$ cat config.mk
export PLATFORM = sky130hd
export DESIGN_NAME = keypad_scanner
export DESIGN_NICKNAME = d
export VERILOG_FILES = /design/src/rtl/keypad_scanner.sv
export SDC_FILE = /design/constraint.sdc
export NUM_CORES = 1
export LEC_CHECK = 0
export CAP_MARGIN = 5
export CORE_ASPECT_RATIO = 0.8
export CORE_MARGIN = 1.5
export CORE_UTILIZATION = 58
export DETAILED_ROUTE_END_ITERATION = 8
export GPL_TIMING_DRIVEN = 0
export PLACE_DENSITY = 0.79
export SYNTH_ARGS = -nofsm -noshare
export SYNTH_HDL_FRONTEND = slang
export SYNTH_SLANG_ARGS = --single-unit
$ cat constraint.sdc
create_clock -name clock -period 2.57 [get_ports clock]
set_input_delay 0.3855 -clock clock [delete_from_list [all_inputs] [get_ports clock]]
set_output_delay 0.3855 -clock clock [all_outputs]
set_load 0.02 [all_outputs]
$ cat src/rtl/keypad_scanner.sv
// Matrix keypad scanner: row drive, column debounce, row*COLS+col encoding,
// and a first-word-fall-through key-code queue with a valid/ready consumer port.
//
// state    | meaning
// SCAN     | current row held low; settle ticks, then evaluate columns
// DB_PRESS | captured column must stay low for DEBOUNCE_TICKS ticks
// EMIT     | one clock: push the key code (or flag overflow)
// WAIT_REL | key still held; wait for all columns high
// DB_REL   | all columns must stay high for DEBOUNCE_TICKS ticks
module keypad_scanner #(
  parameter int ROWS           = 4,
  parameter int COLS           = 3,
  parameter int CLK_DIV        = 500000,
  parameter int SETTLE_TICKS   = 2,
  parameter int DEBOUNCE_TICKS = 3,
  parameter int FIFO_DEPTH     = 4,
  localparam int CODE_W        = $clog2(ROWS*COLS),
  localparam int FCNT_W        = $clog2(FIFO_DEPTH)+1
) (
  input  logic              clock,
  input  logic              reset_n,
  input  logic [COLS-1:0]   cols,
  output logic [ROWS-1:0]   rows,
  output logic [CODE_W-1:0] key_code,
  output logic              key_valid,
  input  logic              key_ready,
  output logic [FCNT_W-1:0] fifo_count,
  output logic              overflow,
  input  logic              clear_overflow
);

  localparam int RW   = $clog2(ROWS);
  localparam int CW   = $clog2(COLS);
  localparam int DW   = $clog2(CLK_DIV);
  localparam int AW   = $clog2(FIFO_DEPTH);
  localparam int TMAX = (SETTLE_TICKS > DEBOUNCE_TICKS) ? SETTLE_TICKS : DEBOUNCE_TICKS;
  localparam int TW   = $clog2(TMAX+1);

  typedef enum logic [2:0] {SCAN, DB_PRESS, EMIT, WAIT_REL, DB_REL} state_t;

  state_t              state;
  logic [COLS-1:0]     cols_meta, cols_sync;
  logic [DW-1:0]       div_cnt;
  logic                tick;
  logic [RW-1:0]       row_idx, row_next;
  logic [CW-1:0]       col_idx, low_col;
  logic                any_low, all_high, col_low;
  logic [TW-1:0]       tcnt;
  logic [CODE_W-1:0]   code_emit;
  logic [CODE_W-1:0]   mem [FIFO_DEPTH];
  logic [AW-1:0]       wr_ptr, rd_ptr;
  logic                push, pop, full, wr_en;

  always_ff @(posedge clock or negedge reset_n) begin
    if (!reset_n) begin
      cols_meta <= '1;
      cols_sync <= '1;
    end else begin
      cols_meta <= cols;
      cols_sync <= cols_meta;
    end
  end

  always_ff @(posedge clock or negedge reset_n) begin
    if (!reset_n)           div_cnt <= '0;
    else if (div_cnt == '0) div_cnt <= DW'(CLK_DIV-1);
    else                    div_cnt <= div_cnt - 1'b1;
  end
  assign tick = (div_cnt == '0);

  // Lowest-index closed column wins when several keys in a row are down.
  always_comb begin
    low_col = '0;
    any_low = 1'b0;
    for (int c = COLS-1; c >= 0; c--) begin
      if (!cols_sync[c]) begin
        low_col = CW'(c);
        any_low = 1'b1;
      end
    end
  end

  assign all_high  = &cols_sync;
  assign col_low   = ~cols_sync[col_idx];
  assign row_next  = (row_idx == RW'(ROWS-1)) ? '0 : row_idx + 1'b1;
  assign code_emit = CODE_W'(row_idx) * CODE_W'(COLS) + CODE_W'(col_idx);

  always_ff @(posedge clock or negedge reset_n) begin
    if (!reset_n) begin
      state   <= SCAN;
      row_idx <= '0;
      col_idx <= '0;
      tcnt    <= '0;
      rows    <= '1;
    end else begin
      rows <= ~(ROWS'(1) << row_idx);
      case (state)
        SCAN: if (tick) begin
          if (tcnt != TW'(SETTLE_TICKS)) begin
            tcnt <= tcnt + 1'b1;
          end else begin
            tcnt <= '0;
            if (any_low) begin
              col_idx <= low_col;
              state   <= DB_PRESS;
            end else begin
              row_idx <= row_next;
            end
          end
        end
        DB_PRESS: if (tick) begin
          if (!col_low) begin
            tcnt    <= '0;
            row_idx <= row_next;
            state   <= SCAN;
          end else if (tcnt == TW'(DEBOUNCE_TICKS-1)) begin
            tcnt  <= '0;
            state <= EMIT;
          end else begin
            tcnt <= tcnt + 1'b1;
          end
        end
        EMIT: state <= WAIT_REL;
        WAIT_REL: if (tick && all_high) begin
          tcnt  <= '0;
          state <= DB_REL;
        end
        DB_REL: if (tick) begin
          if (!all_high) begin
            tcnt  <= '0;
            state <= WAIT_REL;
          end else if (tcnt == TW'(DEBOUNCE_TICKS-1)) begin
            tcnt    <= '0;
            row_idx <= row_next;
            state   <= SCAN;
          end else begin
            tcnt <= tcnt + 1'b1;
          end
        end
        default: state <= SCAN;
      endcase
    end
  end

  // A pop in the same cycle frees the slot, so a push into a full queue still lands.
  assign push      = (state == EMIT);
  assign key_valid = (fifo_count != '0);
  assign pop       = key_valid & key_ready;
  assign full      = (fifo_count == FCNT_W'(FIFO_DEPTH));
  assign wr_en     = push & (~full | pop);
  assign key_code  = mem[rd_ptr];

  always_ff @(posedge clock or negedge reset_n) begin
    if (!reset_n) begin
      wr_ptr     <= '0;
      rd_ptr     <= '0;
      fifo_count <= '0;
      overflow   <= 1'b0;
      for (int i = 0; i < FIFO_DEPTH; i++) mem[i] <= '0;
    end else begin
      if (wr_en) begin
        mem[wr_ptr] <= code_emit;
        wr_ptr      <= wr_ptr + 1'b1;
      end
      if (pop) rd_ptr <= rd_ptr + 1'b1;
      case ({wr_en, pop})
        2'b10:   fifo_count <= fifo_count + 1'b1;
        2'b01:   fifo_count <= fifo_count - 1'b1;
        default: fifo_count <= fifo_count;
      endcase
      if (push && full && !pop) overflow <= 1'b1;
      else if (clear_overflow)  overflow <= 1'b0;
    end
  end

endmodule

-- Yosys cells after proc, flatten, opt, wreduce, memory -nomap -nowiden
Index checks and enable logic that the tools add are counted.
- register bits: 62
- latch bits: 0
- memory bits (writable): 0
- ROM bits: 0
- bits of input ports: 7
- word-level logic and storage cells: 125
- memories kept: 0
- add/sub/neg operators: 8
- $mul: 1
- div/mod/pow operators: 0
- magnitude comparators: 4
- eq/ne operators: 22
- shifts and indexed selects: 1
- mux-type cells: 48
- bitwise operators: 8
- reduce and logical (&&, ||, !) cells: 17
- operator list (operator ; number):
    $mux 2 ; 20
    $mux 3 ; 10
    $ne 2x2->1 const B ; 11
    $logic_not 19->1 ; 1
    $mux 19 ; 1
    $sub 19x1->19 const B ; 1
    $bwmux 16 ; 1
    $pmux 3 s5 ; 1
    $mux 4 ; 3
    $reduce_and 9->1 ; 1
    $add 2x1->2 const B ; 4
    $bmux 4 s2 ; 1
    $demux 4 s2 ; 1
    $pmux 2 s4 ; 1
    $reduce_and 8->1 ; 1
    $eq 2x2->1 const B ; 3
    $eq 3x2->1 const B ; 2
    $eq 3x3->1 const B ; 2
    $ge 3x3->1 const B ; 2
    $mux 1 ; 6
    $ne 3x3->1 const B ; 2
    $not 2->3 ; 2
    $pmux 2 s3 ; 1
    $pmux 3 s2 ; 1
    other kinds (23) ; 30

-- Logic depth before layout (Yosys ltp)
- depth after elaboration: 7
- gate-level depth with buffers: 9
- mapped depth without buffers: 9

-- Worst setup path before layout
No wires, ideal clock.
- kind: reg-to-reg
- start point: reg div_cnt[3]
- end point: reg div_cnt[17]
- arrival: 2158 ps
- path slack: 333 ps
- cell stages (with the launch flop): 7
- clock period less this slack: 2237 ps
- cells stage by stage: dfrtp_1 -> or4_4 -> buf_6 -> or4_4 -> or2_4 -> nor4_4 -> mux2i_1
- longest elaborated chain between the ends: 2
- RTL lines (element ; line ; source):
    from (decl) ; 43 ; logic [DW-1:0] div_cnt;
    from (signal assigned) ; 66 ; else if (div_cnt == '0) div_cnt <= DW'(CLK_DIV-1);
    from (signal assigned) ; 67 ; else div_cnt <= div_cnt - 1'b1;
    $sub 19x1->19 or $logic_not 19->1 (tied branches) ; 67, 66 ;
    $mux 19 * ; 66 ;
Mark *: on every way between the ends. The rest lies on a longest branch, timed or not.
A chain may end at the register's enable or synchronous reset.

-- Final worst setup path
- start point: reg div_cnt[3]
- end point: reg state[2]
- longest elaborated chain between the ends: 4
- RTL lines (element ; line ; source):
    $logic_not 19->1 * ; 69 ; assign tick = (div_cnt == '0);
    $logic_and 1x1->1 ; 124 ; WAIT_REL: if (tick && all_high) begin
    $ne 2x2->1 (no line) ; - ;
    $reduce_and 8->1 (no line) * ; - ;
    to (signal assigned) ; 123 ; EMIT: state <= WAIT_REL;
    to (signal assigned) ; 126 ; state <= DB_REL;
    to (signal assigned) ; 131 ; state <= WAIT_REL;
    to (decl) ; 41 ; state_t state;
Marked as above.

==> results <==
- The flow ran to the end, and the final reports show no timing, DRC or antenna violations.
- Using the TritonRoute via totals, the vias-per-cell ratio works out to 5.59.
- Setup repair after global routing left no endpoint under its margin.
- In this run the number of cells on the critical path is 7.
- The sequential cell area is 0.00156 mm2.
- The number of buffer and inverter instances along the worst setup path is 2.
- The combinational fraction of design power is 12.8%.
- Cells fill 69.6% of the core in the end.
- The root buffer cell is clkbuf_8.
- The number of cell rows is 23.
- The routed length per instance is 14.8 um.
- Synthesis inferred 62 register bits.
- The area of the core region is 0.00501 mm2.
- The worst hold slack after final layout is 0.0648 ns.
- The number of antenna violations at the first check in global routing is 0.
- For this block, the via count after detailed routing is 1989.
- The area added between synthesis and finish is 16.0%.
- The clock share of power is 37.8%.
- For the worst flop-to-flop path, the logic depth is 7.
- The sequential fraction of the synthesis area is 52.1%.
- The number of nets in the final layout is 312.
- The total count of max-transition violations in the final report is 0.
- Headroom to the max-slew limit came out at 57.4%.
- The cell type of the slowest stage on the worst timing path is or4_4.
- The number of DRC markers in iteration 0 is 134.
- After synthesis, the cell types taking the most area are dfrtp_1 43%, dfstp_2 8.7%, mux2_2 6.4%.
- The count of buffers inserted at the top-level ports is 19.
- The top cell family by delay on the critical path is simple AND/OR/NAND/NOR gates.
- The detail route stage leaves a number of antenna-violating nets equal to 0.
- The ratio of final minimum period to clock period is 92.2%.
- The most critical setup path has its endpoint at state[2]$_DFFE_PN0P_.
- The first detailed-routing pass ran for 5 iterations.
- Summing all multi-input logic gate instances after layout gives 0.00135 mm2.
- The total routing usage reported by global routing is 21.2%.
- The most instantiated flip-flop cell in the synthesis netlist is dfrtp_1.
- During synthesis, Yosys emitted a total of 0 warnings.
- The worst setup path is launched from a register.
- The number of H-tree branching levels is 3.
- The analysis attributes to cell leakage a power of 1.54 nW.
- In this run switching power makes up 24.9% of total power.
- The mean post-synth cell area is 11.6 um2.
- The kind of critical path is register to register.
- Synthesis produced a netlist with a net count of 282.
- The die is 83.5 um wide.
- The aggregate routed wire length is 5280 um.
- For the worst-skew pair, the clock arrives at the later sink with an insertion delay of 0.34 ns.
- The clock passes through at most 2 buffers.
- After legalization and detailed placement, the total HPWL measured 3810 um.
- The total net switching power is 0.558 mW.
- The via count of the first global-routing pass is 1896.
- The post-CTS setup buffer count is 0.
- Summed over its instances, the top area cell type makes up 43.3% of the synthesized netlist area.
- The distinct cell type count after synthesis is 45.
- The first-pass GRT wire length is 8930 um.
- After layout, the minimum clock period comes to 2.37 ns.
- The layout has 401 filler cells.
- In this run, synthesis inferred 0 flip-flops with an integrated enable.
- Setup slack on the worst reg-to-reg path comes out at 0.20 ns.
- The die is 67.4 um tall.
- Entering global routing, the biggest net connects 36 pins.
- The share of cells above drive strength 1 is 19.0%.
- The ratio of total power to cell area is 642 mW/mm2.
- The clock net in this run drives a total of 62 sinks.
- The CTS tree is built.
- Counting the buffers created by CTS gives 9.
- The internal cell power is 1.68 mW.
- The largest fanout on the critical path is 10.
- In the synthesized netlist the async set-or-reset flop fraction comes to 100%.
- The gate count after technology mapping is 259.
- The library cell with the largest summed area after synthesis is dfrtp_1.
- Walking the worst path, the cells encountered are or4_4, buf_6, nor4_4, nand2_1, clkbuf_2, o211ai_1, o31ai_1.
- The number of remaining DRC errors is 0.
- The clock-pin slew on the worst setup and hold paths is 0.07 ns.
- The worst min-delay path category is primary input to async pin.
- The count of pins on the block boundary is 20.
- The total inserted antenna cells is 0.
- At the end of routability-driven placement, the weighted congestion stood at 0.913.
- Registers are responsible for 49.3% of the overall power.
- The critical path's largest stage delay is 0.55 ns.
- Data on the critical path is required at its endpoint by 2.78 ns.
- Based on the critical path, the design can be clocked at up to 422 MHz.
- The worst IR drop on VDD is 481 uV.
- The endpoint type of the worst setup path is a register.
- The full die area is 0.00562 mm2.
- Across the run, the number of max-cap violations was 0.
- The slew at the pin closest to its max-slew limit is 0.640 ns.
- The mapped netlist covers 0.00300 mm2.
- The final count of hold timing violations is 0.
- For this run the aggregate overflow at the end of global routing stands at 0.
- For this configuration, the core starts out at a cell density of 60.0%.
- The critical path starts at div_cnt[3]$_DFF_PN0_.
- The endpoint identified for the worst register-to-register timing path is state[2]$_DFFE_PN0P_.
- The startpoint identified for the worst register-to-register timing path is div_cnt[3]$_DFF_PN0_.
- Data arrives at the worst endpoint at 2.58 ns.
- Summing internal, switching and leakage power gives 2.24 mW.
- The count of final setup violators is 0.
- The setup clock skew after layout is 0.00898 ns.
-- logic make-up (layout without fill, tap and decap cells) --
kind of cell,count (synthesis),count (layout),synth area share [%]
and+or+nand+nor,87,87,15.9
AOI/OAI and AO/OA,33,33,7.12
adders and majority gates,16,16,7.41
xor gates and xnor gates,15,15,4.37
buffers and inverters,23,58,3.12
muxes,23,23,10.0
DFF,62,62,52.1
-- per-stage QoR --
step | setup slack (ns) | TNS, ns | instances | instance area [um2]
5_1_grt | 0.0385 | 0 | 356 | 3490
4_1_cts | 0.0690 | 0 | 356 | 3480
2_1_floorplan | 0.333 | 0 | 259 | 3000
6_report | 0.200 | 0 | 356 | 3490
3_5_place_dp | -0.138 | -0.270 | 341 | 3290
3_3_place_gp | -0.804 | -43.16 | 340 | 3270
-- flip-flops by register name, indices dropped and copies added, names as in the netlist, 2 cells and up --
name and flops:
rd_ptr 2, div_cnt 19, wr_ptr 2, row_idx 2, col_idx 2, cols_sync 3, mem 16, rows 4
state 3, tcnt 2, cols_meta 3, fifo_count 3
-- area by class of cell --
cell class | count | area share [%]
buffer | 4 | 0.682
inverter | 18 | 1.94
clock inverter | 1 | 0.861
timing repair buffer | 20 | 5.89
tap | 62 | 2.23
clock buffer | 15 | 4.77
sequential | 62 | 44.9
multi-input combinational | 174 | 38.8
-- Yosys cell counts (all sizes together), types with 5 or more instances --
cell	count
a21oi	5
dfrtp	52
dfstp	10
ha	13
inv	18
mux2	17
nand2	23
nor2	22
nor3	5
o21ai	11
or3	5
or4	6
xnor2	9
xor2	6
-- layer usage --
metal	routed length, um	part of all wire [%]	vias up	global-route usage (%)
met5	0	0	-	0
met4	51	0.97	0	10.5
met3	255	4.8	4	6.97
li1	-	-	970	-
met2	2470	47	49	32.9
met1	2500	47	966	27.3
-- how the worst min path moves through the flow --
stage / from / endpoint / slack, ns / cells after the start
3_5_place_dp: cols_meta[1]$_DFF_PN1_ / cols_sync[1]$_DFF_PN1_ / 0.35 / 0
5_1_grt: reset_n / div_cnt[12]$_DFF_PN0_ / 0.10 / 1
4_1_cts: reset_n / div_cnt[12]$_DFF_PN0_ / 0.07 / 1
6_report: reset_n / div_cnt[12]$_DFF_PN0_ / 0.06 / 1
3_3_place_gp: cols_meta[2]$_DFF_PN1_ / cols_sync[2]$_DFF_PN1_ / 0.35 / 0
2_1_floorplan: reset_n / col_idx[0]$_DFFE_PN0P_ / 0.09 / 0
-- power groups by stage --
stage / registers, mW / clock network, mW / logic [mW]
after floorplan: 1.12 / 0 / 0.165
after global placement: 1.10 / 0 / 0.299
after detailed placement: 1.10 / 0 / 0.323
after CTS: 1.11 / 0.866 / 0.293
after global routing: 1.12 / 0.906 / 0.315
final: 1.10 / 0.847 / 0.287
-- placed cells by master, fill, tap and decap left out, types with 3 or more instances in the layout --
master / instances
mux4_2: 4
xor2_1: 6
a21oi_1: 5
fa_1: 3
nand2b_1: 3
clkdlybuf4s50_1: 18
xnor2_1: 9
nor2_1: 22
o31ai_1: 4
nand3_1: 4
inv_1: 18
nor3_1: 4
dfrtp_1: 52
mux2_2: 17
o21ai_0: 9
clkbuf_1: 6
or4_1: 4
nand2_1: 23
ha_1: 13
or3_1: 5
dfstp_2: 10
clkbuf_8: 11
-- what timing repair did --
| action | CTS | global route |
|---|---|---|
| resized for setup | 0 | 3 |
| hold buffers | 0 | 0 |
| setup endpoints to repair | 2 | 3 |
Note: power is estimated with default switching activity, not from simulation.
==> edit 1, RTL diff (same flow settings) <==
`ROWS`: 4 -> 8.
--- a/src/rtl/keypad_scanner.sv
+++ b/src/rtl/keypad_scanner.sv
@@ -10,3 +10,3 @@
 module keypad_scanner #(
-  parameter int ROWS           = 4,
+  parameter int ROWS           = 8,
   parameter int COLS           = 3,
Ports: changed (resized key_code and rows); port bits go from 20 to 25. No check against the original RTL was run, so the function may have changed too.
==> edit 1 against the original RTL <==
  * Final area up 15%
  * Setup slack worse by 0.077 ns
  * Register-to-register slack better by 0.18 ns
  * Die area up 15%
  * Core utilization up 1.8 points
  * Synthesized area up 15%
  * Non-clock buffer count up 8
  * Synthesized cell count up 14%
  * Final cell count up 16%
  * Routed wire length up 14%
  * Combinational power up 9.1%
  * Total power up 12%
  * Sequential cell count up 9
  * Hold slack better by 0.088 ns
==> edit 1: results (changes against the original RTL) <==
Routing:
- The count of TritonRoute iterations in the first routing pass came to 4 (was 5).
- The via count is 2,298 (was 1,989).
- The DRC violation total after the first TritonRoute iteration is 125 (was 134).
- The wire length per cell after detailed routing is 14.6 um (was 14.8 um).

Yosys:
- The synthesis-stage register bit count is 71 (was 62).
- Most instantiated cells after synthesis: 57 x sky130_fd_sc_hd__dfrtp_1, 33 x sky130_fd_sc_hd__nand2_1, 20 x sky130_fd_sc_hd__mux2_2, 20 x sky130_fd_sc_hd__nor2_1 (was 52 x sky130_fd_sc_hd__dfrtp_1, 23 x sky130_fd_sc_hd__nand2_1, 22 x sky130_fd_sc_hd__nor2_1).
- The mux contribution to synthesized area was 11.6% (was 10.0%).
- The compound-gate portion of the synthesized area is 6.64% (was 7.12%).
- The xor and xnor area share after synthesis is 4.55% (was 4.37%).
- The number of library cell types mapped by synthesis is 49 (was 45).
- The portion of the post-synthesis area used by sequential elements was 51.8% (was 52.1%).

GRT:
- The total track usage is 22.0% (was 21.2%).

Finish:
- The share of post-route cells with drive strength above 1 is 19.5% (was 19.0%).
- The total area of multi-input combinational cells was 1560 um^2 (was 1350 um^2).
- The multi-input logic cell count is 198 (was 174).
- The number of ordinary inverters in the final layout is 17 (was 18).
- The post-layout instance area came to 4010 um^2 (was 3490 um^2).
- The number of nets in the layout is 356 (was 312).
- Largest registers: mem x20, div_cnt x19, rows x8 (was div_cnt x19, mem x16, rows x4).

Timing:
- The final setup skew is 0.0134 ns (was 0.00898 ns).
- The slew of the pin with the lowest slew margin is 0.860 ns (was 0.640 ns).

Placed design:
- The placed instance area is 3800 um^2 (was 3290 um^2).
- The sum of net half-perimeters after detailed placement is 4.24 mm (was 3.81 mm).
- The routability congestion estimate from global placement is 0.860 (was 0.913).
- The number of placed instances with taps included is 397 (was 341).

Worst setup path:
- The critical path launch point was rd_ptr[0]$_DFFE_PN0P_ (was div_cnt[3]$_DFF_PN0_).
- The endpoint of the lowest-slack register-to-register path was mem[13]$_DFFE_PN0P_ (was state[2]$_DFFE_PN0P_).
- The slack of the worst reg-to-reg path is 0.38 ns (was 0.20 ns).
- The number of cells on the worst reg-to-reg path is 5 (was 7).
- The data arrival time of the worst path is 2.06 ns (was 2.58 ns).
- The startpoint of the lowest-slack register-to-register path was row_idx[0]$_DFFE_PN0P_ (was div_cnt[3]$_DFF_PN0_).
- The largest incremental delay on the critical path is 0.60 ns (was 0.55 ns).
- The worst-path maximum fanout is 7 (was 10).
- The kind of cell with the highest combined delay on the critical path is flip-flops (was simple AND/OR/NAND/NOR gates).

Pwr:
- The maximum ir drop on the vdd rail is 0.459 mV (was 0.481 mV).
- The total net switching power is 633 uW (was 558 uW).

Run status:
- Run status: completed (unchanged).
[edit 1: changes by cell type after synthesis, moves of 4 or more]
cell / change
sky130_fd_sc_hd__a21o_1: +5
sky130_fd_sc_hd__dfrtp_1: +5
sky130_fd_sc_hd__dfstp_2: +4
sky130_fd_sc_hd__ha_1: +4
sky130_fd_sc_hd__nand2_1: +10
sky130_fd_sc_hd__nor3b_1: +4
sky130_fd_sc_hd__nor4_1: +4
sky130_fd_sc_hd__xnor2_1: +5
[edit 1: metrics by stage]
step / setup slack [ns] / total power (uW) / util, %
6_report: 0.123 / 2510 / 71.4
5_1_grt: 0.0194 / 2630 / 71.4
4_1_cts: 0.0742 / 2550 / 71.4
3_5_place_dp: 0.0323 / 1570 / 67.7
3_3_place_gp: -1.22 / 1570 / 67.7
2_1_floorplan: 0.499 / 1440 / -
[edit 1: per-layer routing]
layer	vias to the layer above	part of all wire [%]	track usage (%)
li1	1102	-	-
met1	1150	48	30.8
met2	41	47	33.4
met3	5	3.6	6.60
met4	0	0.75	6.50
met5	-	0	0
==> edit 2, RTL diff (config.mk and constraints unchanged) <==
Without the edit above. Add an input register stage for `key_ready`, without a reset; this delays it by one clock. The other inputs are not delayed to match.
--- a/src/rtl/keypad_scanner.sv
+++ b/src/rtl/keypad_scanner.sv
@@ -39,2 +39,8 @@
   typedef enum logic [2:0] {SCAN, DB_PRESS, EMIT, WAIT_REL, DB_REL} state_t;
+
+  logic key_ready_q;
+
+  always_ff @(posedge clock) begin
+    key_ready_q <= key_ready;
+  end
 
@@ -147,3 +153,3 @@
   assign key_valid = (fifo_count != '0);
-  assign pop       = key_valid & key_ready;
+  assign pop       = key_valid & key_ready_q;
   assign full      = (fifo_count == FCNT_W'(FIFO_DEPTH));
Behaviour: same outputs for any inputs over 10 cycles, from zero or initial values and one cycle with reset_n low; that may be too few to reach the edited logic, so the function may still have changed.
==> edit 2 against the original RTL <==
  * Critical path type is now flip-flop to output port
  * Final area rose by 1.0%
  * Via count fell by 3.4%
  * Sequential cell count rose by 1
  * Critical endpoint is now key_code[0]
  * Routed wire length fell by 2.4%
  * Critical path depth fell by 5
  * Setup slack got worse by 0.030 ns
  * Final cell count rose by 0.28%
  * Synthesized area rose by 2.4%
  * Core utilization fell by 0.075 points
Power is not compared: it rests on default switching activity, and its combinational part moved more than twofold at a synthesized area within 25%.
==> edit 2: results (changes against the original RTL) <==
Finish:
- The final cell count without fillers is 357 (was 356).
- The share of post-route cells with drive strength above 1 is 21.0% (was 19.0%).
- The number of nets in the layout is 313 (was 312).

Yosys:
- The number of nets produced by synthesis came to 284 (was 282).
- Most instantiated cells after synthesis: 52 x sky130_fd_sc_hd__dfrtp_1, 27 x sky130_fd_sc_hd__nand2_1, 20 x sky130_fd_sc_hd__mux2_2, 20 x sky130_fd_sc_hd__nor2_1, 18 x sky130_fd_sc_hd__inv_1 (was 52 x sky130_fd_sc_hd__dfrtp_1, 23 x sky130_fd_sc_hd__nand2_1, 22 x sky130_fd_sc_hd__nor2_1).
- Leading cell types by total area after synthesis: sky130_fd_sc_hd__dfrtp_1 42%, sky130_fd_sc_hd__dfstp_2 8.5%, sky130_fd_sc_hd__mux2_2 7.3% (was sky130_fd_sc_hd__dfrtp_1 43%, sky130_fd_sc_hd__dfstp_2 8.7%, sky130_fd_sc_hd__mux2_2 6.4%).
- The portion of the post-synthesis area used by sequential elements is 51.5% (was 52.1%).

Placed design:
- The routability congestion estimate from global placement came to 0.833 (was 0.913).
- The placed instance area is 3360 um^2 (was 3290 um^2).
- The number of placed instances with taps included is 343 (was 341).

Run status:
- Run status: completed (unchanged).

Worst setup path:
- The critical path launch point is rd_ptr[0]$_DFFE_PN0P_ (was div_cnt[3]$_DFF_PN0_).
- The data arrival time of the worst path was 2.01 ns (was 2.58 ns).
- The endpoint of the lowest-slack register-to-register path is fifo_count[2]$_DFFE_PN0P_ (was state[2]$_DFFE_PN0P_).
- The number of cells on the worst reg-to-reg path was 9 (was 7).
- The worst-path maximum fanout is 6 (was 10).
- The slack of the worst reg-to-reg path came to 0.23 ns (was 0.20 ns).
- The startpoint of the lowest-slack register-to-register path was fifo_count[0]$_DFFE_PN0P_ (was div_cnt[3]$_DFF_PN0_).
- The capturing element of the worst setup path is key_code[0] (was state[2]$_DFFE_PN0P_).

GRT:
- The met2 track demand over resource is 31.7% (was 32.9%).
- The global-route wire length before repair was 9.09 mm (was 8.93 mm).
- The total track usage is 21.1% (was 21.2%).
- The met3 global-route usage is 6.88% (was 6.97%).

Routing:
- The detailed-routing wirelength on met1 is 2.53 mm (was 2.50 mm).
- The count of TritonRoute iterations in the first routing pass is 4 (was 5).
- The detailed-route vias per instance was 5.38 (was 5.59).
- The total routed wirelength was 5.15 mm (was 5.28 mm).
- The wire length on met2 came to 2.32 mm (was 2.47 mm).
- The DRC violation total after the first TritonRoute iteration is 83 (was 134).

Timing:
- The worst hold margin came to 0.0409 ns (was 0.0648 ns).
## edit 2: final cells by class
type                    instances  area [um^2]
plain buffers                   3         12.5
inverters                      18         67.6
clock buffers                  12          145
flip-flops and latches         63         1580
fillers                       369         1540
well taps                      62         77.6
repair buffers                 20          205
clock inverters                 4         22.5
multi-input cells             175         1410
## edit 2: kinds of logic after synthesis
| group | share of synthesized area (%) |
|---|---|
| muxes | 10.9 |
| and+or+nand+nor | 17.4 |
| DFF | 51.5 |
| buffers and inverters | 2.85 |
| adders and majority gates | 7.56 |
| AOI/OAI and AO/OA | 4.43 |
| xor gates and xnor gates | 5.41 |
## edit 2: power breakdown
group	internal, uW	total [uW]	switching [uW]
Clock	371	728	357
Combinational	11.8	33.2	21.4
Sequential	1000	1000	3.31
## edit 2: worst max-delay path: stages, from the launching register on
cell	delay, ns
sky130_fd_sc_hd__dfrtp_1	0.57
sky130_fd_sc_hd__mux4_2	0.56
sky130_fd_sc_hd__clkdlybuf4s50_1	0.55
